[config.mk]
export PLATFORM = sky130hd
export DESIGN_NAME = sum_accumulator_flat
export DESIGN_NICKNAME = d
export VERILOG_FILES = /design/src/rtl/sum_accumulator_if.sv /design/src/rtl/sum_accumulator.sv /design/src/flat_wrapper.sv
export SDC_FILE = /design/constraint.sdc
export NUM_CORES = 1
export LEC_CHECK = 0
export CORE_ASPECT_RATIO = 1.2
export CORE_MARGIN = 1.5
export CORE_UTILIZATION = 45
export CTS_CLUSTER_SIZE = 8
export DETAILED_ROUTE_END_ITERATION = 10
export PLACE_DENSITY = 0.74
export SLEW_MARGIN = 20
export SYNTH_ARGS = -nofsm -noshare
export SYNTH_HDL_FRONTEND = slang
export SYNTH_SLANG_ARGS = --single-unit
export TNS_END_PERCENT = 50
[constraint.sdc]
create_clock -name clk -period 2.6 [get_ports clk]
set_input_delay 0.52 -clock clk [delete_from_list [all_inputs] [get_ports clk]]
set_output_delay 0.52 -clock clk [all_outputs]
set_load 0.02 [all_outputs]
[src/rtl/sum_accumulator_if.sv]
// rtl/sum_accumulator_if.sv - sample input and result output handshake bundle for sum_accumulator
interface sum_accumulator_if #(
    parameter int IN_W  = 5,
    parameter int ACC_W = 8
);
    logic             in_valid;
    logic             in_ready;
    logic [IN_W-1:0]  in_data;
    logic             out_valid;
    logic             out_ready;
    logic [ACC_W-1:0] out_sum;
    logic [IN_W-1:0]  out_avg;

    modport master (
        output in_valid, in_data, out_ready,
        input  in_ready, out_valid, out_sum, out_avg
    );

    modport slave (
        input  in_valid, in_data, out_ready,
        output in_ready, out_valid, out_sum, out_avg
    );
endinterface

[src/rtl/sum_accumulator.sv]
// rtl/sum_accumulator.sv - accumulates CNT samples per block, then holds total and average until taken
module sum_accumulator #(
    parameter int IN_W  = 5,
    parameter int CNT   = 8,
    parameter int ACC_W = IN_W + $clog2(CNT)
) (
    input  logic                     clk,
    input  logic                     rst_n,
    input  logic                     clr,
    sum_accumulator_if.slave         bus,
    output logic [$clog2(CNT)-1:0]   sample_cnt
);
    localparam int LOG2_CNT = $clog2(CNT);

    typedef enum logic {
        ST_ACCUM = 1'b0,
        ST_HOLD  = 1'b1
    } state_t;

    state_t              state_q, state_d;
    logic [ACC_W-1:0]    acc_q, acc_d;
    logic [LOG2_CNT-1:0] cnt_q, cnt_d;
    logic [ACC_W-1:0]    sum_q, sum_d;
    logic [IN_W-1:0]     avg_q, avg_d;

    logic                accept;
    logic [ACC_W-1:0]    acc_plus;

    // Handshake outputs come straight from state so no input can ripple to in_ready.
    assign bus.in_ready  = (state_q == ST_ACCUM);
    assign bus.out_valid = (state_q == ST_HOLD);
    assign bus.out_sum   = sum_q;
    assign bus.out_avg   = avg_q;
    assign sample_cnt    = cnt_q;

    assign accept   = bus.in_valid && (state_q == ST_ACCUM) && !clr;
    assign acc_plus = acc_q + {{(ACC_W-IN_W){1'b0}}, bus.in_data};

    always_ff @(posedge clk or negedge rst_n) begin
        if (!rst_n) begin
            state_q <= ST_ACCUM;
            acc_q   <= '0;
            cnt_q   <= '0;
            sum_q   <= '0;
            avg_q   <= '0;
        end else begin
            state_q <= state_d;
            acc_q   <= acc_d;
            cnt_q   <= cnt_d;
            sum_q   <= sum_d;
            avg_q   <= avg_d;
        end
    end

    always_comb begin
        state_d = state_q;
        acc_d   = acc_q;
        cnt_d   = cnt_q;
        sum_d   = sum_q;
        avg_d   = avg_q;

        if (clr) begin
            state_d = ST_ACCUM;
            acc_d   = '0;
            cnt_d   = '0;
        end else begin
            case (state_q)
                ST_ACCUM: begin
                    if (accept) begin
                        if (cnt_q == LOG2_CNT'(CNT - 1)) begin
                            // Dividing by a power-of-two CNT is a plain bit slice.
                            sum_d   = acc_plus;
                            avg_d   = acc_plus[LOG2_CNT +: IN_W];
                            acc_d   = '0;
                            cnt_d   = '0;
                            state_d = ST_HOLD;
                        end else begin
                            acc_d = acc_plus;
                            cnt_d = cnt_q + 1'b1;
                        end
                    end
                end
                ST_HOLD: begin
                    if (bus.out_ready) begin
                        state_d = ST_ACCUM;
                    end
                end
                default: begin
                    state_d = ST_ACCUM;
                end
            endcase
        end
    end
endmodule

[src/flat_wrapper.sv]
// flat-port wrapper written by rule: the top's interface ports become plain ports
module sum_accumulator_flat 
#(
    parameter int IN_W  = 5,
    parameter int CNT   = 8,
    parameter int ACC_W = IN_W + $clog2(CNT)
)
  (clk, rst_n, clr, sample_cnt, bus_in_valid, bus_in_data, bus_out_ready, bus_in_ready, bus_out_valid, bus_out_sum, bus_out_avg);
  sum_accumulator_if #(.IN_W(IN_W), .ACC_W(ACC_W)) bus_i ();
  input  logic clk;
  input  logic rst_n;
  input  logic clr;
  output logic [$clog2(CNT)-1:0] sample_cnt;
  input wire logic [$bits(bus_i.in_valid)-1:0] bus_in_valid;
  input wire logic [$bits(bus_i.in_data)-1:0] bus_in_data;
  input wire logic [$bits(bus_i.out_ready)-1:0] bus_out_ready;
  output wire logic [$bits(bus_i.in_ready)-1:0] bus_in_ready;
  output wire logic [$bits(bus_i.out_valid)-1:0] bus_out_valid;
  output wire logic [$bits(bus_i.out_sum)-1:0] bus_out_sum;
  output wire logic [$bits(bus_i.out_avg)-1:0] bus_out_avg;
  assign bus_i.in_valid = bus_in_valid;
  assign bus_i.in_data = bus_in_data;
  assign bus_i.out_ready = bus_out_ready;
  assign bus_in_ready = bus_i.in_ready;
  assign bus_out_valid = bus_i.out_valid;
  assign bus_out_sum = bus_i.out_sum;
  assign bus_out_avg = bus_i.out_avg;
  sum_accumulator #(.IN_W(IN_W), .CNT(CNT), .ACC_W(ACC_W)) u_core (.clk(clk), .rst_n(rst_n), .clr(clr), .bus(bus_i), .sample_cnt(sample_cnt));
endmodule
# ---- Word level (Yosys, flattened, before mapping)
# Index checks and enable logic that the tools add are counted.
dict set report word_totals {
  regBits 25
  input_bits 10
  output_inout_bits 18
  word_cells 30
}
dict set report classes {
  addsub 2
  eq_ne 2
  muxes 13
  bitwise_logic 2
  reduce_logical 6
}
# cell count
set ops {}
lappend ops {{8-bit 2-to-1 mux} 4}
lappend ops {{3-bit 2-to-1 mux} 4}
lappend ops {{8-bit by 5-bit adder with 8-bit output} 1}
lappend ops {{1-bit 2-to-1 mux} 4}
lappend ops {{4-bit AND reduction} 1}
lappend ops {{3-bit by 1-bit adder with 3-bit output, second input constant} 1}
lappend ops {{3-bit equality test, second input constant} 1}
lappend ops {{1-bit logical AND} 2}
lappend ops {{2-bit != test, second input constant} 1}
lappend ops {{1-bit inverter} 2}
lappend ops {{1-bit case mux with 2 select lines} 1}
lappend ops {{2-bit AND reduction} 1}
lappend ops {{2-bit nonzero test} 1}
lappend ops {{1-bit logical NOT} 1}

# ---- Logic depth before layout (Yosys ltp)
dict set report logic_depth {
  depth_word 6
  ltp_mapped 7
}

# ---- Least setup slack after synthesis
# No wires, ideal clock.
dict set report synth_path {
  path_type {register to register}
  start {register u_core.cnt_q[0] (netlist: u_core.sample_cnt[0])}
  end {register u_core.acc_q[6]}
  setup_ns 0.110
  arrival_ns 1.856
  slack_ns 0.634
  path_stages_with_launch 8
  synth_period_minus_slack_ns 1.966
  path_cell_list {dfrtp_1 -> ha_1 -> ha_1 -> or4b_1 -> buf_2 -> nor3b_1 -> a221oi_1 -> o41ai_1}
}
dict set report synth_between {
  elab_chain_len 5
}
# element line_no
set synth_lines {}
lappend synth_lines {{from (decl)} sum_accumulator.sv:22} ;# logic [LOG2_CNT-1:0] cnt_q, cnt_d;
lappend synth_lines {{from (signal assigned)} sum_accumulator.sv:49} ;# cnt_q <= cnt_d;
lappend synth_lines {{3-bit equality test} sum_accumulator.sv:70} ;# if (cnt_q == LOG2_CNT'(CNT - 1)) begin
lappend synth_lines {{8-bit 2-to-1 mux} sum_accumulator.sv:70}
lappend synth_lines {{8-bit 2-to-1 mux} sum_accumulator.sv:69} ;# if (accept) begin
lappend synth_lines {{8-bit 2-to-1 mux} sum_accumulator.sv:67} ;# case (state_q)
lappend synth_lines {{8-bit 2-to-1 mux} sum_accumulator.sv:62} ;# if (clr) begin
lappend synth_lines {{to (signal assigned)} sum_accumulator.sv:42} ;# acc_q <= '0;
lappend synth_lines {{to (signal assigned)} sum_accumulator.sv:48} ;# acc_q <= acc_d;
lappend synth_lines {{to (decl)} sum_accumulator.sv:21} ;# logic [ACC_W-1:0] acc_q, acc_d;
# Every way passes these cells. The select of a mux whose other input is x is not followed.
# A chain may end at the register's enable or synchronous reset.

# ---- Final worst setup path
dict set report layout_path {
  start {input port bus_in_data[0]}
  end {register u_core.avg_q[3] (netlist: u_core.bus.out_avg[3])}
}
dict set report layout_between {
  elab_chain_len 1
}
# element line_no
set layout_lines {}
lappend layout_lines {{from (decl)} flat_wrapper.sv:15} ;# input wire logic [$bits(bus_i.in_data)-1:0] bus_in_data;
lappend layout_lines {{8-bit by 5-bit adder with 8-bit output} sum_accumulator.sv:37} ;# assign acc_plus = acc_q + {{(ACC_W-IN_W){1'b0}}, bus.in_data};
lappend layout_lines {{to (signal assigned)} sum_accumulator.sv:51} ;# avg_q <= avg_d;
lappend layout_lines {{to (decl)} sum_accumulator.sv:24} ;# logic [IN_W-1:0] avg_q, avg_d;
# Every way passes these cells.

==> run summary <==
* complete, no violations — run status
* u_core.acc_q[4] — worst-case hold path end point
* 129 — Post-Synthesis Net Count
* 547 uW — cell internal power dissipation
* 30.6% — layout-stage area growth over the synthesis result
* 26 — violation count after the first detailed-route iteration
* no — unrepaired setup endpoints after global routing
* 20 — number of clock sinks
* 0.00756 ns — final worst clock skew
* 158 — Layout Nets
* compound AO/OA/AOI/OAI gates — dominant combinational cell family by area after synthesis
* 0.504 ns — final hold slack
* 4.60% — multiplexer fraction of the synthesized cell area
* 0.31 ns — later-pin clock latency in the skew report
* 2.30% — xor and xnor fraction of the mapped netlist area
* 15.8% — post-synthesis share of cell area spent on and, or, nand and nor gates
* 405 uV — Worst VDD drop
* 1140 um2 — cell area after synthesis
* 2 — number of cells on the worst hold path
* 0.44 ns — CP max stage delay
* 0 — number of endpoints failing setup at the final stage
* 4120 um — wire length of the first global-routing pass
* 84.0% — share of the clock period used by the worst path
* 3 — number of CTS-inserted buffers
* 43.8% — area fraction of the dominant cell type after synthesis
* 18.1% — fraction of the mapped netlist area in compound gates
* 191 uW — switching power
* 0 — number of remaining DRC errors
* 27 — count of buffers from port buffering
* 0 — max_cap viols
* 2.84 ns — required time of the critical path
* 49.0 um — horizontal die dimension
* 1490 um2 — post-route standard cell area excluding fillers
* 19 — floorplan row count
* sky130_fd_sc_hd__fa_1 — slowest cell on the critical path
* 1 — count of buffering cells on the critical path with inverters included
* 8.63% — fraction of layout cells with a size suffix above 1
* 21 — pin count of the biggest net entering global routing
* 0 — post_cts resized
* 10.3 um2 — synthesized area per cell
* sky130_fd_sc_hd__dfrtp_1 — top-count cell post-synth
* 0 — hold violation total from the final report
* 0 — count of antenna-violating nets left after detailed routing
* 6 — number of cell instances on the worst register-to-register path
* 176 — number of fill cells
* sky130_fd_sc_hd__dfrtp_1 — Top FF cell, synth
* sky130_fd_sc_hd__dfrtp_1 44%, sky130_fd_sc_hd__ha_1 7.7%, sky130_fd_sc_hd__nand2_1 4.9% — cell types occupying the most area after synthesis
* 28 — io pins
* input port — startpoint kind of the worst setup timing path
* 4 — iteration count of the initial detailed-routing pass
* 1150 um — met2 WL post-DR
* u_core.acc_q[6] — capture point of the worst reg-to-reg path
* 100% — async set-or-reset flop fraction in the synthesized netlist
* 111 — synthesized netlist cell count
* 2350 um2 — core area
* clkdlybuf4s50_1 -> ha_1 -> fa_1 -> a211o_1 -> a21oi_1 -> o21ai_0 -> a31oi_1 — ordered list of cells on the worst path
* 0 — ant diodes
* 166 — Post-Place Cells
* 0.307 ns — Slew @ Worst Pin
* 0.000678 uW — static power due to leakage
* 954 — count of vias placed by the detailed router
* u_core.sample_cnt[0] — worst reg2reg path startpoint
* 0 — number of flops mapped to enable cells by yosys
* 35.1% — part of the total power dissipated in the clock network
* 42 — Unique masters post-synth
* 0 ns — sum of negative setup slack
* 163 um — Detail Route met3 WL
* 58.2 um — chip height
* 1810 um — HPWL after DPL
* u_core.acc_q[4] — HP Start
* 573 um2 — multi-input gate area in the final layout
* 20 — number of register bits inferred by synthesis
* 2 — buffer depth of the longest clock path
* flip-flop to flip-flop — worst hold-check path type
* 0 — overflow left after global routing
* met4 — top layer in use
* 458 MHz — Max Fclk
* 0.801 — routability congestion estimate from global placement
* 0 — warning count from the yosys run
* 48.5% — starting density of the core
* 0.12 ns — CTS clk-pin slew, worst paths
* 45.6% — fraction of power consumed by sequential logic
* 2.42 ns — data arrival time at the worst-slack endpoint
* 170 — Final Instance Count excl. Fillers
* 2850 um2 — DIE AREA
* 3 — Critical Path Fanout Max
* 0 — number of buffers inserted by hold repair at cts
* 25.9% — switching power share of the total
* 2.18 ns — shortest period the worst path allows
* 9.42% — fraction of the mapped netlist area in adder cells
* 924 — number of global-route vias before repair
* 19.3% — combinational share of power
* 495 nW/um2 — Power per Cell Area
* compound AO/OA/AOI/OAI gates — kind of cell with the highest combined delay on the critical path
* input port to flip-flop — critical path class
* 14.1 um — routed wire length per instance
* 0 — number of pins with negative max-slew slack in the final report
* 500 um2 — area taken by flip-flops and latches
* 1 — number of levels the H-tree was split into
* 0 — antenna violations before repair
* 2400 um — total wire length after detailed routing
* 0 — count of buffers added by post-CTS timing repair for setup
* 19.3% — gr usage total
* sky130_fd_sc_hd__dfrtp_1 — most area-hungry cell type in the Yosys netlist
* flip-flop — element type at the critical path end
* sky130_fd_sc_hd__clkbuf_4 — clock root cell
* 0.53 ns — flop2flop setup slack
* 1440 um2 — total cell area at the placement stage
* yes — TritonCTS clock tree
* 43.8% — fraction of the yosys area taken by sequential cells
* 1040 um — wire length the detailed router placed on met1
* 5.61 — Vias/cell
* 79.4% — relative slew slack
* 20 x sky130_fd_sc_hd__dfrtp_1, 15 x sky130_fd_sc_hd__nand2_1, 7 x sky130_fd_sc_hd__ha_1 — most numerous cell types in the synthesized netlist
==> routing by layer <==
metal / vias up / track usage (%)
met3: 6 / 4.38
met1: 444 / 24.4
met5: - / 0
met4: 0 / 7.35
li1: 461 / -
met2: 43 / 32.3
==> cells by family after synthesis <==
family / count (synthesis)
AND/OR/NAND/NOR: 34
AO/OA/AOI/OAI: 28
flip-flops: 20
buffers and inverters: 13
adder cells (fa/ha/maj): 8
multiplexers: 5
XOR/XNOR: 3
==> worst reg2reg max path, stage by stage (launching register included) <==
cell and delay (ns):
sky130_fd_sc_hd__dfrtp_1 0.44, sky130_fd_sc_hd__ha_1 0.22, sky130_fd_sc_hd__ha_1 0.21, sky130_fd_sc_hd__or4b_1 0.66, sky130_fd_sc_hd__nor3b_1 0.24, sky130_fd_sc_hd__a221oi_1 0.11, sky130_fd_sc_hd__o41ai_1 0.08
==> power groups by stage <==
stage	clock (uW)	sequential, uW	combinational (uW)
6_report	259	336	142
5_1_grt	286	339	158
4_1_cts	263	337	143
3_5_place_dp	0	343	142
3_3_place_gp	0	342	139
2_1_floorplan	0	342	89.9
==> sequential cells by signal, indices dropped and copies added, names as in the netlist <==
name                  cells
u_core.acc_q              8
u_core.bus.out_avg        4
u_core.bus.out_sum        4
u_core.bus.out_valid      1
u_core.sample_cnt         3
==> metrics by stage <==
step,worst slack (ns),utilization [%],total power [uW]
2_1_floorplan,0.634,-,432
3_3_place_gp,0.176,61.1,481
3_5_place_dp,0.0869,61.1,485
4_1_cts,0.426,63.4,742
5_1_grt,0.322,63.4,783
6_report,0.415,63.4,738
==> worst max path at each step <==
| stage | from | to | slack, ns | depth (start not counted) |
|---|---|---|---|---|
| 3_3_place_gp | bus_in_data[0] | u_core.bus.out_avg[3] | 0.18 | 7 |
| 2_1_floorplan | u_core.sample_cnt[0] | u_core.acc_q[6] | 0.63 | 7 |
| 5_1_grt | bus_in_data[0] | u_core.bus.out_avg[3] | 0.32 | 7 |
| 6_report | bus_in_data[0] | u_core.bus.out_avg[3] | 0.42 | 7 |
| 4_1_cts | bus_in_data[0] | u_core.bus.out_avg[3] | 0.43 | 7 |
| 3_5_place_dp | bus_in_data[0] | u_core.bus.out_avg[3] | 0.09 | 7 |
==> layout make-up <==
class	instances	area share (%)
clock buffer	3	1.51
clock inverter	1	2.01
inverter	5	1.26
multi-input combinational	78	38.4
sequential	20	33.6
tap	31	2.60
timing repair buffer	32	20.6
==> cells in the final DEF (no fill, tap or decap), drive strengths merged, types with 2 or more instances in the layout <==
cell type | netlist | routed
a21oi | 4 | 4
mux2i | 3 | 3
o21ai | 3 | 3
nor3 | 3 | 3
a22o | 5 | 5
inv | 5 | 5
mux2 | 2 | 2
buf | 6 | 5
nor2 | 3 | 3
ha | 7 | 7
nor3b | 3 | 3
xor2 | 2 | 2
o31ai | 3 | 3
clkdlybuf4s50 | 0 | 27
nand2 | 15 | 15
clkbuf | 2 | 3
dfrtp | 20 | 20
nand3 | 3 | 3
a221oi | 2 | 2
and2 | 2 | 2
No activity file was read; power rests on OpenSTA's default activity.
